[src/rtl/uart_pkg.sv]
// uart_pkg: shared UART line-control layout, TX states and frame timing.
// Exports lcr_t, tx_state_e, stop/bit length constants and parity helpers.
package uart_pkg;

   typedef struct packed {
      logic       dlab;
      logic       set_break;
      logic       sticky_parity;
      logic       eps;
      logic       pen;
      logic       stb;
      logic [1:0] wls;
   } lcr_t;

   typedef enum logic [2:0] {
      IDLE,
      START,
      DATA,
      PARITY,
      STOP
   } tx_state_e;

   // Lengths in baud pulses at the nominal 16x oversample.
   localparam int BIT_LEN        = 16;
   localparam int STOP_LEN_1     = 16;
   localparam int STOP_LEN_15    = 24;
   localparam int STOP_LEN_2     = 32;
   localparam int DATA_BITS_BASE = 5;

   function automatic logic [7:0] data_mask(input logic [1:0] wls);
      return 8'hFF >> (2'd3 - wls);
   endfunction

   // Parity over the data bits actually sent.
   function automatic logic tx_parity(input logic [7:0] d,
                                      input lcr_t       l);
      logic [7:0] m;
      m = d & data_mask(l.wls);
      if (l.sticky_parity)
         return ~l.eps;
      return l.eps ? ^m : ~^m;
   endfunction

endpackage

[src/rtl/uart_bit_timer.sv]
// uart_bit_timer: counts baud ticks up to a loadable length.
// Ports: tick_i baud pulse, load_i/len_i restart with a new length,
// done_o one-cycle pulse on the len-th tick; restarts itself after done.
module uart_bit_timer #(
   parameter int W = 6
) (
   input  logic         clk,
   input  logic         rst,
   input  logic         tick_i,
   input  logic         load_i,
   input  logic [W-1:0] len_i,
   output logic         done_o
);

   localparam logic [W-1:0] ONE = 1;

   logic [W-1:0] cnt_q, cnt_d;
   logic [W-1:0] len_q, len_d;
   logic         last;

   assign last   = (cnt_q == len_q - ONE);
   assign done_o = tick_i & last;

   always_comb begin
      cnt_d = cnt_q;
      len_d = len_q;
      if (load_i) begin
         cnt_d = '0;
         len_d = len_i;
      end else if (tick_i) begin
         cnt_d = last ? '0 : cnt_q + ONE;
      end
   end

   always_ff @(posedge clk or posedge rst) begin
      if (rst) begin
         cnt_q <= '0;
         len_q <= '0;
      end else begin
         cnt_q <= cnt_d;
         len_q <= len_d;
      end
   end

endmodule

[src/rtl/uart_tx.sv]
// uart_tx: 16550-style serial transmitter fed from the TX FIFO.
// Ports: clk/rst (async high), baud_i 16x pulse, lcr_i line control,
// tx_fifo_empty_i/tx_fifo_dout_i FIFO head, tx_pop_o pop strobe,
// tx_o serial line, busy_o frame active, temt_o transmitter empty.
// Macro UART_TX_BREAK_EN: lcr_i.set_break forces tx_o low live.
module uart_tx
   import uart_pkg::*;
#(
   parameter int OVERSAMPLE = 16
) (
   input  logic       clk,
   input  logic       rst,
   input  logic       baud_i,
   input  logic [7:0] lcr_i,
   input  logic       tx_fifo_empty_i,
   input  logic [7:0] tx_fifo_dout_i,
   output logic       tx_pop_o,
   output logic       tx_o,
   output logic       busy_o,
   output logic       temt_o
);

   localparam logic [5:0] LEN_BIT =
      6'(OVERSAMPLE);
   localparam logic [5:0] LEN_S1 =
      6'(STOP_LEN_1 * OVERSAMPLE / BIT_LEN);
   localparam logic [5:0] LEN_S15 =
      6'(STOP_LEN_15 * OVERSAMPLE / BIT_LEN);
   localparam logic [5:0] LEN_S2 =
      6'(STOP_LEN_2 * OVERSAMPLE / BIT_LEN);

   tx_state_e  state_q, state_d;
   lcr_t       lcr_q, lcr_d, lcr_in;
   logic [7:0] shift_q, shift_d;
   logic [2:0] bit_q, bit_d;
   logic       par_q, par_d;
   logic       tx_q, tx_d;
   logic       busy_q, busy_d;
   logic       pop;
   logic       line;
   logic       brk;
   logic       tmr_load;
   logic [5:0] tmr_len;
   logic       tmr_done;
   logic [5:0] stop_len;
   logic [2:0] last_bit;
   logic       unused_lcr;

   assign lcr_in     = lcr_t'(lcr_i);
   assign unused_lcr = ^{lcr_q.dlab, lcr_q.set_break};

`ifdef UART_TX_BREAK_EN
   assign brk = lcr_in.set_break;
`else
   assign brk = 1'b0;
`endif

   assign last_bit = 3'(DATA_BITS_BASE - 1) + {1'b0, lcr_q.wls};

   always_comb begin
      stop_len = LEN_S1;
      if (lcr_q.stb)
         stop_len = (lcr_q.wls == 2'b00) ? LEN_S15 : LEN_S2;
   end

   uart_bit_timer #(
      .W(6)
   ) u_timer (
      .clk   (clk),
      .rst   (rst),
      .tick_i(baud_i),
      .load_i(tmr_load),
      .len_i (tmr_len),
      .done_o(tmr_done)
   );

   always_comb begin
      state_d  = state_q;
      lcr_d    = lcr_q;
      shift_d  = shift_q;
      bit_d    = bit_q;
      par_d    = par_q;
      pop      = 1'b0;
      tmr_load = 1'b0;
      tmr_len  = LEN_BIT;
      unique case (state_q)
         IDLE: begin
            if (!tx_fifo_empty_i)
               pop = 1'b1;
         end
         START: begin
            if (tmr_done) begin
               state_d = DATA;
               bit_d   = '0;
            end
         end
         DATA: begin
            if (tmr_done) begin
               if (bit_q == last_bit) begin
                  if (lcr_q.pen) begin
                     state_d = PARITY;
                  end else begin
                     state_d  = STOP;
                     tmr_load = 1'b1;
                     tmr_len  = stop_len;
                  end
               end else begin
                  shift_d = shift_q >> 1;
                  bit_d   = bit_q + 3'd1;
               end
            end
         end
         PARITY: begin
            if (tmr_done) begin
               state_d  = STOP;
               tmr_load = 1'b1;
               tmr_len  = stop_len;
            end
         end
         STOP: begin
            if (tmr_done) begin
               if (!tx_fifo_empty_i)
                  pop = 1'b1;
               else
                  state_d = IDLE;
            end
         end
         default: state_d = IDLE;
      endcase
      // Capture a new frame: data, format and parity are frozen here.
      if (pop) begin
         state_d  = START;
         shift_d  = tx_fifo_dout_i;
         lcr_d    = lcr_in;
         par_d    = tx_parity(tx_fifo_dout_i, lcr_in);
         bit_d    = '0;
         tmr_load = 1'b1;
         tmr_len  = LEN_BIT;
      end
   end

   // Line level follows the state being entered, so tx_o moves
   // one clock after the terminating baud pulse.
   always_comb begin
      line = 1'b1;
      unique case (state_d)
         IDLE:    line = 1'b1;
         START:   line = 1'b0;
         DATA:    line = shift_d[0];
         PARITY:  line = par_d;
         STOP:    line = 1'b1;
         default: line = 1'b1;
      endcase
      tx_d   = line & ~brk;
      busy_d = (state_d != IDLE);
   end

   always_ff @(posedge clk or posedge rst) begin
      if (rst) begin
         state_q <= IDLE;
         lcr_q   <= '0;
         shift_q <= '0;
         bit_q   <= '0;
         par_q   <= 1'b0;
         tx_q    <= 1'b1;
         busy_q  <= 1'b0;
      end else begin
         state_q <= state_d;
         lcr_q   <= lcr_d;
         shift_q <= shift_d;
         bit_q   <= bit_d;
         par_q   <= par_d;
         tx_q    <= tx_d;
         busy_q  <= busy_d;
      end
   end

   assign tx_pop_o = pop;
   assign tx_o     = tx_q;
   assign busy_o   = busy_q;
   assign temt_o   = tx_fifo_empty_i & ~busy_q;

endmodule
[config.mk]
export PLATFORM = sky130hd
export DESIGN_NAME = uart_tx
export DESIGN_NICKNAME = d
export VERILOG_FILES = /design/src/rtl/uart_pkg.sv /design/src/rtl/uart_bit_timer.sv /design/src/rtl/uart_tx.sv
export SDC_FILE = /design/constraint.sdc
export NUM_CORES = 1
export LEC_CHECK = 0
export BUFFER_PORTS_ARGS = -buffer_cell sky130_fd_sc_hd__buf_2
export CAP_MARGIN = 15
export CORE_MARGIN = 1
export CORE_UTILIZATION = 56
export DETAILED_ROUTE_END_ITERATION = 12
export PLACE_DENSITY = 0.8
export SLEW_MARGIN = 20
export SYNTH_ARGS = -nofsm -noshare
export SYNTH_HDL_FRONTEND = slang
export SYNTH_SLANG_ARGS = --single-unit
[constraint.sdc]
create_clock -name clk -period 3.2 [get_ports clk]
set_input_delay 0.32 -clock clk [delete_from_list [all_inputs] [get_ports clk]]
set_output_delay 0.32 -clock clk [all_outputs]
set_load 0.01 [all_outputs]
### Word level (Yosys, flattened, before mapping)

Cells that the tools add are included.

| operators by class | value |
|---|---|
| reductions and logical operators | 11 |
| add/subtract/negate cells | 5 |
| eq/ne operators | 13 |
| shift operators | 1 |
| bitwise operators | 5 |
| multiplexer cells | 45 |

Operators by type and width:

| operator | count |
|---|---|
| 6-bit 2-to-1 mux | 10 |
| 3-bit 2-to-1 mux | 12 |
| 8-bit 2-to-1 mux | 4 |
| 3-bit case mux with 5 select lines | 1 |
| 1-bit 2-to-1 mux | 13 |
| 3-bit by 2-bit == test with 1-bit output, second input constant | 4 |
| 6-bit case mux with 2 select lines | 1 |
| 3-bit != test, second input constant | 3 |
| 8-bit AND | 1 |
| 8-bit XNOR reduction | 1 |
| 8-bit XOR reduction | 1 |
| 8-bit by 2-bit >> shifter with 8-bit output, first input constant | 1 |
| 6-bit by 1-bit adder with 6-bit output, second input constant | 1 |
| 3-bit by 1-bit == test with 1-bit output, second input constant | 2 |
| 6-bit == test | 1 |
| 3-bit case mux with 2 select lines | 1 |
| 2-bit nonzero test | 3 |
| 3-bit nonzero test | 2 |
| 6-bit by 1-bit subtractor with 6-bit output, second input constant | 1 |
| 1-bit case mux with 2 select lines | 2 |
| 4-bit AND reduction | 1 |
| 3-bit by 1-bit adder with 3-bit output, second input constant | 1 |
| 3-bit by 2-bit adder with 3-bit output, first input constant | 1 |
| 3-bit == test | 1 |
| 9 further kinds | 11 |

| word-level totals | value |
|---|---|
| bits of input ports | 20 |
| output and inout port bits | 4 |
| register bits after elaboration | 33 |

### Longest topological paths before layout

| depth | value |
|---|---|
| depth after elaboration | 9 |
| gate-level depth with buffers | 10 |

### Modules after synthesis

From an unflattened synthesis, not the netlist that was laid out.

| unflattened totals | value |
|---|---|
| cell total of the unflattened synthesis | 212 |
| area, all modules | 1981.9 sq um |

By module, submodules not included:

| module | area an instance (sq um) | seq. area each (sq um) | times used | cells each |
|---|---|---|---|---|
| uart_tx | 1199.9 | 526.8 | 1 | 130 |
| uart_bit_timer | 782.0 | 300.3 | 1 | 82 |

### Worst setup path after synthesis

OpenSTA, ideal clock, no wires.

| timing path | value |
|---|---|
| kind | reg2reg |
| start | register u_timer.len_q[3] |
| end | register tx_q (netlist: tx_o) |
| arrival time | 2.206 ns |
| setup slack | 0.926 ns |
| data required time | 3.131 ns |
| cell stages (with the launch flop) | 10 |
| buffers on the path | 1 |
| setup time | 0.069 ns |
| period minus slack after synthesis | 2.274 ns |
| path through | dfrtp_1 inv_1 ha_1 xor2_1 nand4b_4 or4_4 buf_6 mux2i_1 and2_2 o21ai_2 |

| on the way | value |
|---|---|
| longest elaborated chain between the ends | 8 |

RTL lines:

| element | RTL line | RTL |
|---|---|---|
| start, declared | uart_bit_timer.sv:18 | `logic [W-1:0] len_q, len_d;` |
| start signal, assigned | uart_bit_timer.sv:41 | `len_q <= len_d;` |
| 6-bit by 1-bit subtractor with 6-bit output * | uart_bit_timer.sv:21 | `assign last = (cnt_q == len_q - ONE);` |
| 6-bit == test * | uart_bit_timer.sv:21 |  |
| 1-bit AND * | uart_bit_timer.sv:22 | `assign done_o = tick_i & last;` |
| 3-bit 2-to-1 mux (tied with other cells) | uart_tx.sv:121 | `if (tmr_done) begin` |
| 3-bit case mux with 5 select lines or 1-bit case mux with 2 select lines (tied branches) | uart_tx.sv:86 | `unique case (state_q)` |
| 3-bit 2-to-1 mux | uart_tx.sv:131 | `if (pop) begin` |
| 3-bit by 2-bit == test with 1-bit output or 3-bit by 1-bit == test with 1-bit output (tied branches) | uart_tx.sv:146 | `unique case (state_d)` |
| 1-bit case mux with 3 select lines * | uart_tx.sv:146 |  |
| net line | uart_tx.sv:40 | `logic line;` |
| end signal, assigned | uart_tx.sv:173 | `tx_q <= tx_d;` |
| end, declared | uart_tx.sv:37 | `logic tx_q, tx_d;` |

Mark *: on every way through the listed nets, which the timed path passes. The rest lies on a longest branch. The select of a mux whose other input is x is not followed.
A chain may end at the register's enable or synchronous reset.

### Worst setup path after layout

| timing path | value |
|---|---|
| start | register u_timer.len_q[3] |
| end | output tx_pop_o |

| on the way | value |
|---|---|
| longest elaborated chain between the ends | 5 |

RTL lines:

| element | RTL line | RTL |
|---|---|---|
| 6-bit by 1-bit subtractor with 6-bit output | uart_bit_timer.sv:21 |  |
| 6-bit == test | uart_bit_timer.sv:21 |  |
| 1-bit AND | uart_bit_timer.sv:22 |  |
| 1-bit 2-to-1 mux | uart_tx.sv:121 |  |
| 1-bit case mux with 2 select lines | uart_tx.sv:86 |  |
| end, declared | uart_tx.sv:17 | `output logic tx_pop_o,` |

Every way passes these cells.

==> results.toml <==
[outcome]
status = "finished, violations left"
violations = "design-rule violations"

[yosys]
synth-edff-count = 0
synth_top_area_share_pct = 43.0
synth_top_area_cell = "dfrtp_1"
yosys_warnings = 0
ys_top_cells_by_area = "dfrtp_1 43%, nand2_1 6.2%, mux2i_1 5.3%"
syn-num-nets = 199
async_flop_share_pct = 100
yosysMostFrequentCell = "dfrtp_1"
synth_cell_types = 41
ys_seq_elements = 30
syn_area_per_cell_sq_um = 9.59
synthCells = 176
seq_area_frac_synth_pct = 44.6
yosys-top-cells-count = "29 x dfrtp_1, 28 x nand2_1, 14 x o21ai_0, 13 x nor2_1"
netlist_area_sq_um = 1690
synth_flop_cell = "dfrtp_1"

[setup_path]
r2r_setup_slack_ns = 0.72
r2r_cells = 9
max_stage_delay_ns = 0.39
slowest_stage = "dfrtp_1"
crit_arrival_ns = 2.52
required_ns = 2.88
critPathKind = "register to primary output"
cp-end-kind = "primary output"
r2r_start = "u_timer.len_q[3]"
cp_cell_sequence = "inv_1 > ha_1 > xor2_1 > nand4b_4 > nand2_1 > nand2_1 > inv_1 > buf_2"
reg2reg_to = "shift_q[6]"
crit_path_max_fanout = 10
crit_path_start_kind = "register"

[routing]
drcViolationCount = 2
vias_per_cell = 5.71
drt_iter0_markers = 40
drt-pass1-iter-count = 8
num_vias = 1320
wire_per_inst_um = 14.6
wl_mm = 3.38
ant_nets = 0

[grt]
grt_first_pass_wirelength_mm = 5.73
grt_max_degree = 31
grt_util_all_layers_pct = 23.9
antenna_found_initial = 0
grt_pass1_vias = 1314
grt_overflow = 0

[timing]
fin_tns_setup_ns = 0
setup_viol = 0
rsz0062_at_grt = "false"
finalMaxSlewViolations = 0
max_freq_mhz = 352
finClkSkew_ns = 0.00453
hold_viol_final = 0
maxSlewHeadroom_pct = 58.8
worstMarginPinSlew_ns = 0.617
finalCritPeriodShare_pct = 88.7
min_period_ns = 2.84

[cells_and_area]
num-nets-final = 222
post-route-util_pct = 67.2
area_growth_pct = 11.6
drive_gt1_share_pct = 23.0
n_antenna_cell = 0

[floorplanning]
fp.dieW_um = 56.9
start_util_pct = 60.2
core_sq_um = 2810
ioPinCount = 24
dieHeight_um = 56.9
fp-row-count = 19
die_area_sq_um = 3240

[power_and_ir_drop]
p_per_area_nw_per_um2 = 728
power.switching_mw = 0.496
p_int_mw = 0.877
switching_share_pct = 36.1
power_frac_seq_pct = 45.5
combPwrFrac_pct = 32.2
p_clk_share_pct = 22.3
leakage_nw = 0.984
peakVddDrop_v = 0.000439

[clock_tree]
cts_tree = "built"
cts_resized = 0
cts.sinks = 30
clock_latency_ns = 0.34
postCtsSetupBuffers = 0
clkTransAtPathRegs_ns = 0.10
cts_max_path_buffers = 2
cts_max_level = 2
cts_buffers = 5
ctsHoldBuffers = 0
cts_root_buffer = "clkbuf_4"

[min_path]
min_path_type = "input port to async pin"

[placed_design]
io_buffers = 21
dp_hpwl_mm = 2.53
gp_congestion = 0.812

[run]
drv_cap = 0
## worst max-delay path by stage
| stage | start | slack (ns) | depth (start not counted) | end |
|---|---|---|---|---|
| 2_1_floorplan | u_timer.len_q[3] | 0.93 | 9 | tx_o |
| 3_3_place_gp | u_timer.len_q[3] | 0.77 | 8 | tx_pop_o |
| 3_5_place_dp | u_timer.len_q[3] | 0.75 | 8 | tx_pop_o |
| 4_1_cts | u_timer.len_q[3] | 0.36 | 8 | tx_pop_o |
| 5_1_grt | u_timer.len_q[3] | 0.18 | 8 | tx_pop_o |
| 6_report | u_timer.len_q[3] | 0.36 | 8 | tx_pop_o |
## metal layers
metal  GRT usage (%)  wire [um]  vias to the layer above
met3            4.84        122                        5
met4            12.5         52                        0
li1                -          -                      649
met2            41.8       1750                       30
met5               0          0                        -
met1            27.3       1450                      636
## registers in the layout, indices dropped and copies added, names as in the netlist
name	count
shift_q	8
u_timer.cnt_q	6
lcr_q	4
bit_q	3
state_q	3
u_timer.len_q	3
busy_o	1
par_q	1
tx_o	1
## worst max-delay path, delay by kind of cell (launching register included)
kind	cells	cell delay (ns)
flops	1	0.39
fa+ha+maj	1	0.30
simple gates	3	0.63
xor+xnor	1	0.28
buf+inv	3	0.58
## power by group through the flow
stage | clock network (mW) | logic (mW) | registers, mW
2_1_floorplan | 0 | 0.361 | 0.587
3_3_place_gp | 0 | 0.414 | 0.622
3_5_place_dp | 0 | 0.443 | 0.632
4_1_cts | 0.308 | 0.447 | 0.623
5_1_grt | 0.318 | 0.500 | 0.641
6_report | 0.306 | 0.442 | 0.625
## stage by stage
| stage | setup slack (ns) | area, sq um | hold WS, ns | cells | power, mW |
|---|---|---|---|---|---|
| 3_5_place_dp | 0.750 | 1810 | 0.492 | 223 | 1.08 |
| 4_1_cts | 0.364 | 1880 | 0.179 | 231 | 1.38 |
| 5_1_grt | 0.183 | 1880 | 0.0940 | 231 | 1.46 |
| 6_report | 0.360 | 1880 | 0.0381 | 231 | 1.37 |
| 3_3_place_gp | 0.773 | 1810 | 0.482 | 223 | 1.04 |
| 2_1_floorplan | 0.926 | 1690 | 0.410 | 176 | 0.948 |
## cell usage in the layout, fill, tap and decap left out, types with 7 or more instances in the layout
cell type  synthesis  layout
buf_2              2      21
dfrtp_1           29      29
inv_1              9       8
a21oi_1            7       7
xor2_1             9       9
nor2_1            13      13
xnor2_1            7       7
nand2_1           28      28
o21ai_0           14      14
mux2i_1            9       9
## cell families (layout without fill, tap and decap cells)
logic type	after synthesis	count (layout)	synth area share, %
AND/OR/NAND/NOR	70	70	21.9
flip-flops	30	30	44.6
adder cells (fa/ha/maj)	3	3	2.22
buffers and inverters	15	39	3.93
multiplexers	12	12	7.34
AO/OA/AOI/OAI	29	29	10.4
XOR/XNOR	17	17	9.71
## final cells by class
| cell class | count | area, sq um |
|---|---|---|
| inverters | 9 | 33.8 |
| clock buffers | 5 | 37.5 |
| clock inverters | 3 | 40.0 |
| multi-input cells | 131 | 870 |
| well taps | 31 | 38.8 |
| repair buffers | 22 | 113 |
| flip-flops and latches | 30 | 752 |
| fillers | 228 | 921 |
Power figures use the tool's default switching activity.
